### config.mk
export PLATFORM = sky130hd
export DESIGN_NAME = plru_tracker
export DESIGN_NICKNAME = d
export VERILOG_FILES = /design/src/rtl/plru_pkg.sv /design/src/rtl/plru_tree.sv /design/src/rtl/plru_tracker.sv
export SDC_FILE = /design/constraint.sdc
export NUM_CORES = 1
export LEC_CHECK = 0
export BUFFER_PORTS_ARGS = -buffer_cell sky130_fd_sc_hd__buf_4
export CAP_MARGIN = 0
export CORE_MARGIN = 10
export CORE_UTILIZATION = 46
export CTS_CLUSTER_DIAMETER = 80
export DETAILED_ROUTE_END_ITERATION = 8
export MAX_ROUTING_LAYER = met4
export PLACE_DENSITY_LB_ADDON = 0.1
export REMOVE_ABC_BUFFERS = 1
export SLEW_MARGIN = 30
export SYNTH_ARGS = -nofsm -noshare
export SYNTH_HDL_FRONTEND = slang
export SYNTH_HIERARCHICAL = 1
export SYNTH_SLANG_ARGS = --single-unit
### constraint.sdc
create_clock -name clk -period 8.3 [get_ports clk]
set_input_delay 1.245 -clock clk [delete_from_list [all_inputs] [get_ports clk]]
set_output_delay 1.245 -clock clk [all_outputs]
set_load 0.01 [all_outputs]
### src/rtl/plru_pkg.sv
// plru_pkg: width derivations and tree pseudo-LRU update/victim functions shared by the tracker.
package plru_pkg;
  localparam int MAX_TREE_W = 15;
  localparam int MAX_WAY_W = 4;

  function automatic int plru_way_w(input int ways);
    return $clog2(ways);
  endfunction

  function automatic int plru_set_w(input int sets);
    return $clog2(sets);
  endfunction

  function automatic int plru_tree_w(input int ways);
    return ways - 1;
  endfunction

  // Trees are padded to the 16-way width; heap node n lives at bit ways-1-n.
  function automatic logic [MAX_TREE_W-1:0] plru_update(input logic [MAX_TREE_W-1:0] tree,
                                                        input logic [MAX_WAY_W-1:0] way,
                                                        input int ways);
    int node;
    int w;
    logic [3:0] idx;
    logic [1:0] wb;
    node = 1;
    w = plru_way_w(ways);
    plru_update = tree;
    for (int l = 0; l < MAX_WAY_W; l++)
      if (l < w) begin
        idx = 4'(ways - 1 - node);
        wb = 2'(w - 1 - l);
        plru_update[idx] = ~way[wb];
        node = 2 * node + int'(way[wb]);
      end
  endfunction

  function automatic logic [MAX_WAY_W-1:0] plru_victim(input logic [MAX_TREE_W-1:0] tree,
                                                       input int ways);
    int node;
    logic [3:0] idx;
    node = 1;
    for (int l = 0; l < MAX_WAY_W; l++)
      if (node < ways) begin
        idx = 4'(ways - 1 - node);
        node = 2 * node + int'(tree[idx]);
      end
    return 4'(node - ways);
  endfunction
endpackage

### src/rtl/plru_tree.sv
// plru_tree: one PLRU tree, optionally updated with an access, and the victim of the result.
module plru_tree
  import plru_pkg::*;
#(
  parameter int WAYS = 4,
  localparam int WAY_W = plru_way_w(WAYS),
  localparam int TREE_W = plru_tree_w(WAYS)
) (
  input  logic [TREE_W-1:0] tree,
  input  logic [WAY_W-1:0]  way,
  input  logic              upd,
  output logic [TREE_W-1:0] next,
  output logic [WAY_W-1:0]  victim
);
  assign next = upd ? TREE_W'(plru_update(MAX_TREE_W'(tree), MAX_WAY_W'(way), WAYS)) : tree;
  assign victim = WAY_W'(plru_victim(MAX_TREE_W'(next), WAYS));
endmodule

### src/rtl/plru_tracker.sv
// plru_tracker: per-set tree PLRU state with write-first victim queries and invalid-way priority.
module plru_tracker
  import plru_pkg::*;
#(
  parameter int WAYS = 4,
  parameter int SETS = 32,
  localparam int WAY_W = plru_way_w(WAYS),
  localparam int SET_W = plru_set_w(SETS),
  localparam int TREE_W = plru_tree_w(WAYS)
) (
  input  logic              clk,
  input  logic              rst,
  input  logic              flush,
  input  logic              acc_valid,
  input  logic [SET_W-1:0]  acc_set,
  input  logic [WAY_W-1:0]  acc_way,
  input  logic              vict_req,
  input  logic [SET_W-1:0]  vict_set,
  input  logic [WAYS-1:0]   vict_vmask,
  output logic              vict_valid,
  output logic [WAY_W-1:0]  vict_way,
  output logic [TREE_W-1:0] tree_dbg
);
  logic [TREE_W-1:0] state [SETS];
  logic [TREE_W-1:0] acc_next;
  logic [TREE_W-1:0] vict_tree;
  logic [TREE_W-1:0] unused_next;
  logic [WAY_W-1:0]  tree_way;
  logic [WAY_W-1:0]  inv_way;
  logic [WAY_W-1:0]  unused_victim;
  logic              bypass;

  assign tree_dbg = state[acc_set];
  // The query path sees the zeroed tree under flush, or this cycle's access to the same set.
  assign vict_tree = flush ? '0 : state[vict_set];
  assign bypass = acc_valid && !flush && acc_set == vict_set;

  plru_tree #(.WAYS(WAYS)) u_acc (
    .tree(state[acc_set]), .way(acc_way), .upd(1'b1), .next(acc_next), .victim(unused_victim)
  );

  plru_tree #(.WAYS(WAYS)) u_vict (
    .tree(vict_tree), .way(acc_way), .upd(bypass), .next(unused_next), .victim(tree_way)
  );

  always_comb begin
    inv_way = '0;
    for (int i = WAYS - 1; i >= 0; i--) inv_way = vict_vmask[i] ? inv_way : WAY_W'(i);
  end

  always_ff @(posedge clk) begin
    if (rst || flush)
      for (int i = 0; i < SETS; i++) state[i] <= '0;
    else if (acc_valid)
      state[acc_set] <= acc_next;
  end

  always_ff @(posedge clk) begin
    if (rst) begin
      vict_valid <= 1'b0;
      vict_way <= '0;
    end else begin
      vict_valid <= vict_req;
      if (vict_req) vict_way <= &vict_vmask ? tree_way : inv_way;
    end
  end
endmodule

==> flow_metrics.tcl, run 1 <==
set metrics [dict create \
    outcome "finished, final reports clean" \
    placed_area_um2 6020 \
    layout.area.seq_um2 2943 \
    ioPinCount 27 \
    grt_max_degree 37 \
    vias 3823 \
    p_leak_nw 2.677 \
    use_met2_pct 25.74 \
    antenna_found_initial 0 \
    cp_common_cell "buf_4" \
    insertion_delay_ps 360 \
    cp_max_fo 29 \
    grt_usage_pct 17.44 \
    cp-end-kind "primary output" \
    detail-route-antenna-nets 0 \
    routed_wl_mm 14.79 \
    rows 40 \
    initial_core_util_pct 47.61 \
    numPortBuffers 26 \
    min_path_type "flip-flop to flip-flop" \
    slew_viol_final 0 \
    slowest_stage "mux4_2" \
    whs_ps 473.9 \
    path_delay_family "buffers and inverters" \
    remaining_drc_errors 0 \
    final_net_count 465 \
    core_area_um2 12160 \
    ir_drop_uv 118.9 \
    fin_crit_sh_pct 51.65 \
    p_total_mw 1.140 \
    cts_buffer_depth 2 \
    critical_path.cell_chain "buf_4 > mux4_2 > a22oi_1 > nand4_1 > buf_4" \
    critPathLaunchType "input pin" \
    layout_setup_ws_ps 4013 \
    cts_setup_buffers 0 \
    dp.cells 601 \
    maxCapViolCount 0 \
    fp.dieH_um 132.2 \
    worstSetupPathType "input pin to primary output" \
    multi_input_area_um2 2603 \
    first_pass_iters 5 \
    clk_pin_slew_ps 70 \
    design_area_um2 6319 \
    drive_gt1_share_pct 22.94 \
    rsz0062_at_grt "false" \
    cts_made_buffers 9 \
    h-tree-depth 3 \
    die_x_um 132.2 \
    synth_area_um2 5791 \
    tns_ps 0 \
    worstReg2RegStart "state[15][1]" \
    cts.sinks 99 \
    period_needed_ps 4287 \
    cts_root_buffer "clkbuf_16" \
    area_growth_pct 9.118 \
    cts_tree "built" \
    max_stage_delay_ps 570 \
    grt_pass1_wl_mm 22.72 \
    grt.overflow.total 0 \
    fin_util_pct 51.95 \
    n_fill_cell 1052 \
    worstPathRequired_ps 7050 \
    pre_cts_ws_ps 4028 \
    min_from "vict_way[1]" \
    setup_violations 0 \
    syn_inst 449 \
    path_buf_inv 2 \
    drt_iter0_drc 427 \
    viasPerCell 6.196 \
    power-per-cell-area_nw_per_um2 180.5 \
    clock.fmax_ghz 0.2333 \
    dp_hpwl_mm 9.851 \
    timing.final.hold_violations 0 \
    fin_skew_ps 8.423 \
    grt_pass1_vias 3659 \
    place_congestion 0.8354 \
    cts_resized 0 \
    max-slew-margin-rel_pct 43.45 \
    grt.busiest_layer "met2" \
    layout.cells.non_filler 617 \
    die_area_um2 17480 \
    cts_hold_buf 0 \
    synth_warnings 6 \
    wl_per_cell_um 23.96 \
    avgSynthCellArea_um2 12.90 \
    crit_start "acc_set[0]" \
    use_met1_pct 23.47 \
    grt_use_met3_pct 3.125 \
    crit_arrival_ps 3040 \
    worst_pin_slew_ps 842.6 \
    antennaDiodeCount 0 \
]
## flip-flops by register name, summed over array words and instances (netlist names)
name        cells
vict_way        2
vict_valid      1
state          96
## routing by layer
metal,up-vias,wire (µm)
met1,1946,6835
met4,0,252
met3,16,779
li1,1733,-
met2,128,6917
met5,-,0
## worst paths after layout
kind                            depth (start not counted)  slack (ps)            to
worst max-delay path                                    5        4010   tree_dbg[2]
worst min-delay path                                    2         470   vict_way[1]
worst max register to register                          7        5670  state[26][1]
worst min register to register                          2         470   vict_way[1]
## placed cells by master, fill, tap and decap left out, drive strengths merged, types with 3 or more instances in the layout
| cell | instances |
|---|---|
| edfxtp | 96 |
| clkbuf | 9 |
| inv | 5 |
| clkinv | 3 |
| nor2b | 4 |
| and3 | 97 |
| conb | 3 |
| buf | 34 |
| nand2 | 70 |
| nand2b | 4 |
| mux4 | 47 |
| xnor2 | 4 |
| nor3b | 3 |
| a22oi | 12 |
| o21ai | 4 |
| mux2i | 14 |
| dfxtp | 3 |
| nor2 | 5 |
| nand4 | 4 |
## final cells by class
class | instances | area share [%]
multi-input combinational | 296 | 41.19
inverter | 4 | 0.2376
timing repair buffer | 34 | 4.040
clock inverter | 7 | 1.069
sequential | 99 | 46.57
clock buffer | 9 | 3.564
tap | 168 | 3.327
## worst reg2reg max path, delay by kind of cell, from the launching register on
family                 cells  cell delay (ps)
AOI/OAI and AO/OA          2              560
buffers and inverters      1              350
DFF                        1              420
muxes                      1              480
and+or+nand+nor            3              560
## where the power goes
group | internal [mW] | leakage (nW) | switching (mW)
Combinational | 0.0567 | 1.44 | 0.0799
Clock | 0.233 | 0.139 | 0.190
Sequential | 0.568 | 1.09 | 0.0142
Total | 0.857 | 2.68 | 0.284
No activity file was read; power rests on OpenSTA's default activity.
==> run 2: changes to the inputs <==
clock period = 3.96 ns   (was 8.3 ns; I/O delays follow)
==> run 2 against run 1 <==
Cell count rose by 0.65%; count of clock-buffer cells in the layout grew 1; total power up 110%; die area unchanged; combinational power is 110% higher; global-route usage is 0.12 points lower; first-iteration DRC count fell by 18%; non-clock buffer count up 6; hold slack worse by 44 ps; sequential cell count unchanged; largest cell class unchanged; largest power group unchanged.
==> flow_metrics.tcl, run 2 (synthesized netlist as in run 1, its figures left out) <==
set metrics [dict create \
    worst_pin_slew_ps 967.0 \
    grt.overflow.total 0 \
    min_path_cells 2 \
    drt_iter0_drc 352 \
    remaining_drc_errors 0 \
    top_regs "state: 96 flops, vict_way: 2 flops, vict_valid: 1 flops" \
    outcome "finished, final reports clean" \
    setup_violations 0 \
    crit_arrival_ps 2420 \
    rows 40 \
    cts_hold_buf 0 \
    min_path_type "input pin to flip-flop" \
    first_pass_iters 5 \
    final_net_count 471 \
    maxCapViolCount 0 \
    cp-end-kind "primary output" \
    largest-register "state" \
    h-tree-depth 3 \
    multi_input_area_um2 2594 \
    largest_reg_flops 96 \
    cts.sinks 99 \
    layout_setup_ws_ps 941.9 \
    antennaDiodeCount 0 \
    reg2regPathDepth 11 \
    rsz0062_at_grt "false" \
    n_fill_cell 1040 \
    pre_cts_ws_ps 715.0 \
    cp_common_cell "buf_4" \
    cts_root_buffer "clkbuf_16" \
    grt_max_degree 35 \
    r2r_end "vict_way[0]" \
    layout.area.seq_um2 2943 \
    fp.dieH_um 132.2 \
    layout_common_cells "and3_1 (97), edfxtp_1 (96), nand2_1 (70)" \
    clk_pin_slew_ps 70 \
    timing.final.hold_violations 0 \
    place_congestion 0.8623 \
    cp_max_fo 29 \
    grt_pass1_vias 3736 \
    insertion_delay_ps 350 \
    clock.fmax_ghz 0.3313 \
    detail-route-antenna-nets 0 \
    worstReg2RegStart "state[4][2]" \
    power-per-cell-area_nw_per_um2 380.0 \
    cts_buffer_depth 2 \
    max-slew-margin-rel_pct 35.54 \
    initial_core_util_pct 47.61 \
    critPathLaunchType "input pin" \
    tns_ps 0 \
    grt_pass1_wl_mm 22.80 \
    slew_viol_final 0 \
    fin_crit_sh_pct 76.21 \
    min_from "rst" \
    die_area_um2 17480 \
    p_leak_nw 2.716 \
    max_stage_delay_ps 590 \
    cts_tree "built" \
    ioPinCount 27 \
    placed_area_um2 6062 \
    cts_setup_buffers 0 \
    period_needed_ps 3018 \
    cts_resized 0 \
    fin_skew_ps 9.452 \
    core_area_um2 12160 \
    drive_gt1_share_pct 22.08 \
    die_x_um 132.2 \
    design_area_um2 6359 \
    slowest_stage "mux4_2" \
    wl_per_cell_um 23.71 \
    critical_path.cell_chain "buf_4 > mux4_2 > a22oi_1 > nand4_1 > buf_4" \
    dp_hpwl_mm 9.719 \
    antenna_found_initial 0 \
    routed_wl_mm 14.72 \
    ir_drop_uv 197.6 \
    viasPerCell 6.280 \
    numPortBuffers 26 \
    vias 3900 \
    worstSetupPathType "input pin to primary output" \
    grt_usage_pct 17.32 \
    reg2reg_setup_slack_ps 1300 \
    cts_made_buffers 9 \
    worstPathRequired_ps 3370 \
    layout_commonest_cell "and3_1" \
    area_growth_pct 9.810 \
    worstHoldEndpoint "vict_way[1]" \
]
run 2: cell types whose count changed in the layout (fill, tap and decap cells not counted), moves of 2 or more:
cell / previous run / this run
buf_4: 34 / 40
clkinv_2: 2 / 0
clkinvlp_4: 2 / 0
nor2_2: 3 / 1
nor2_1: 2 / 4
run 2: cell type report:
cell class	count	area share, %
inverters	4	0.2361
well taps	168	3.306
repair buffers	40	4.723
clock inverters	4	1.063
clock buffers	10	3.601
flip-flops and latches	99	46.28
multi-input cells	296	40.79
run 2: critical path: cells and delay by family:
kind / cells / cell delay (ps)
and+or+nand+nor: 1 / 260
AOI/OAI and AO/OA: 1 / 330
muxes: 1 / 590
buffers and inverters: 2 / 640
run 2: metal layers:
| layer | routed length, µm | global-route usage (%) | up-vias |
|---|---|---|---|
| met3 | 800 | 3.659 | 26 |
| met2 | 6651 | 24.37 | 143 |
| met4 | 308 | 6.601 | 0 |
| li1 | - | - | 1737 |
| met5 | 0 | - | - |
| met1 | 6961 | 23.99 | 1994 |
run 2: how the worst max path moves through the flow:
stage,from,end,slack [ps],cells after the start
after floorplan,flush,state[5][0],1030,4
after detailed placement,vict_set[0],vict_way[0],710,12
final,acc_set[0],tree_dbg[2],940,5
after global placement,vict_set[0],vict_way[0],780,12
after global routing,acc_set[0],tree_dbg[2],820,5
after CTS,acc_set[0],tree_dbg[2],930,5
run 2: stage by stage:
stage	util [%]	cells	hold slack (ps)	power (mW)
finish	52.28	621	430.2	2.416
global route	52.28	621	438.6	2.483
CTS	52.28	621	423.4	2.422
detailed placement	49.85	607	463.6	1.528
global placement	49.85	607	459.4	1.525
floorplan	-	399	487.3	1.382
run 2: where the power goes:
part	leakage, nW	switching (mW)	internal [mW]
sequential	1.09	0.0266	1.19
clock	0.143	0.367	0.543
combinational	1.48	0.169	0.121
total	2.72	0.563	1.85
==> run 3: changes to the inputs <==
clock period = 2.65 ns   (was 3.96 ns; I/O delays follow)
==> run 3 against run 2 <==
Sequential power rose by 49%; via count rose by 1.6%; die area did not move; first-iteration DRC count rose by 34%; hold slack got worse by 180 ps; core utilization rose by 1.7 points; count of clock-buffer cells in the layout rose by 3; combinational power rose by 65%; sequential cell count did not move; clock skew fell by 1.0 ps.
==> flow_metrics.tcl, run 3 (synthesized netlist as in run 1, its figures left out) <==
set metrics [dict create \
    insertion_delay_ps 340 \
    cts.sinks 99 \
    initial_core_util_pct 47.61 \
    tns_ps 0 \
    clk_pin_slew_ps 70 \
    drt_iter0_drc 470 \
    numPortBuffers 26 \
    top_regs "state: 96 flops, vict_way: 2 flops, vict_valid: 1 flops" \
    cts_buffer_depth 2 \
    dp_hpwl_mm 10.46 \
    p_leak_nw 2.826 \
    max_stage_delay_ps 520 \
    cp-end-kind "primary output" \
    placed_area_um2 6307 \
    die_x_um 132.2 \
    cp_max_fo 13 \
    p_total_mw 3.479 \
    routed_wl_mm 15.05 \
    pwr-share-seq_pct 52.3 \
    grt_max_degree 33 \
    critPathLaunchType "input pin" \
    cts_root_buffer "clkbuf_16" \
    clockPowerShare_pct 33.9 \
    final_net_count 492 \
    p_comb_share_pct 13.8 \
    grt_pass1_wl_mm 23.56 \
    grt.overflow.total 0 \
    slowest_stage "mux4_2" \
    h-tree-depth 3 \
    detail-route-antenna-nets 0 \
    rows 40 \
    fin_crit_sh_pct 95.40 \
    wl_per_cell_um 23.37 \
    largest_reg_flops 96 \
    largest-register "state" \
    design_area_um2 6569 \
    grt_usage_pct 17.84 \
    maxCapViolCount 0 \
    power-per-cell-area_nw_per_um2 529.6 \
    min_path_cells 2 \
    fp.dieH_um 132.2 \
    remaining_drc_errors 0 \
    path_delay_family "buffers and inverters" \
    path_buf_inv 4 \
    p_sw_share_pct 24.40 \
    ir_drop_uv 256.1 \
    die_area_um2 17480 \
    outcome "finished, final reports clean" \
    critical_path.cell_chain "buf_4 > buf_12 > mux4_2 > a22oi_1 > nand4_1 > buf_4 > buf_4" \
    area_growth_pct 13.44 \
    core_area_um2 12160 \
    drive_gt1_share_pct 25.42 \
    rsz0062_at_grt "false" \
    p_int_mw 2.630 \
    p_sw_mw 0.8489 \
    first_pass_iters 7 \
    period_needed_ps 2528 \
    grt_pass1_vias 3906 \
    slew_viol_final 0 \
    crit_arrival_ps 2130 \
    r2r_end "vict_way[0]" \
    viasPerCell 6.155 \
    ioPinCount 27 \
    place_congestion 0.8408 \
    cts_tree "built" \
    reg2regPathDepth 11 \
    setup_violations 0 \
    min_path_type "input pin to flip-flop" \
    fin_skew_ps 8.441 \
    worstPathRequired_ps 2250 \
    cts_made_buffers 9 \
    worstSetupPathType "input pin to primary output" \
    min_from "rst" \
    max-slew-margin-rel_pct 61.99 \
    cts_setup_buffers 0 \
    layout_commonest_cell "and3_1" \
    worst_pin_slew_ps 570.2 \
    clock.fmax_ghz 0.3955 \
    reg2reg_setup_slack_ps 180 \
    worstHoldEndpoint "vict_way[0]" \
    antennaDiodeCount 0 \
    antenna_found_initial 0 \
    cp_common_cell "buf_4" \
    vias 3964 \
    worstReg2RegStart "state[13][2]" \
    timing.final.hold_violations 0 \
    layout_common_cells "and3_1 (97), edfxtp_1 (96), nand2_1 (70)" \
]
## run 3: cell count changes in the layout (fill, tap and decap cells not counted), sizes merged
cell | before | now
clkinvlp | 0 | 1
buf | 40 | 61
bufinv | 2 | 0
clkbuf | 10 | 13
## run 3: per-stage QoR
stage | setup slack, ps | hold slack [ps] | cells | util, %
3_3_place_gp | -157.0 | 458.0 | 628 | 51.86
6_report | 121.9 | 245.8 | 644 | 54.01
4_1_cts | 60.61 | 234.4 | 644 | 53.97
2_1_floorplan | -83.74 | 466.6 | 399 | -
5_1_grt | 33.16 | 238.1 | 644 | 54.01
3_5_place_dp | -135.5 | 456.2 | 628 | 51.86
## run 3: how the worst max path moves through the flow
stage,from,slack [ps],to,cells after the start
2_1_floorplan,flush,-80,state[5][0],4
3_3_place_gp,vict_set[1],-160,vict_way[0],13
3_5_place_dp,vict_set[1],-140,vict_way[0],13
4_1_cts,state[6][2],60,vict_way[0],12
5_1_grt,state[13][2],30,vict_way[0],11
6_report,acc_set[0],120,tree_dbg[0],7
## run 3: routing by layer
layer  vias to the layer above  share of wire (%)  global-route usage [%]
met5                         -                  0                       -
met4                         0                1.1                   4.645
met3                        12                6.6                   3.582
met2                       142                 45                   25.46
met1                      2028                 47                   25.36
li1                       1782                  -                       -
## run 3: what timing repair did
action	in CTS	in global routing
gates resized for setup	1	1
pin swaps	0	1
hold buffers	0	0
setup endpoints to repair	1	1
## run 3: final cells by class
type	count	area, µm²
clock buffer	13	240.2
clock inverter	3	15.01
fill	1043	5593
inverter	4	15.01
multi-input combinational	296	2600
sequential	99	2943
tap	168	210.2
timing repair buffer	61	545.5
## run 3: power by group through the flow
stage / registers [mW] / logic (mW) / clock network, mW
2_1_floorplan: 1.83 / 0.236 / 0
3_3_place_gp: 1.85 / 0.469 / 0
3_5_place_dp: 1.85 / 0.477 / 0
4_1_cts: 1.82 / 0.480 / 1.19
5_1_grt: 1.83 / 0.516 / 1.26
6_report: 1.82 / 0.480 / 1.18
## run 3: worst reg2reg max path, stage by stage, from the launching register on
cell      delay [ps]
edfxtp_1         440
mux4_1           540
mux4_2           470
nor2b_1          130
nor4_1            70
inv_2             50
o21ai_2           60
mux2_4           300
nor2b_1          100
o21ai_0           70
nand3_1           80
a21oi_1           60
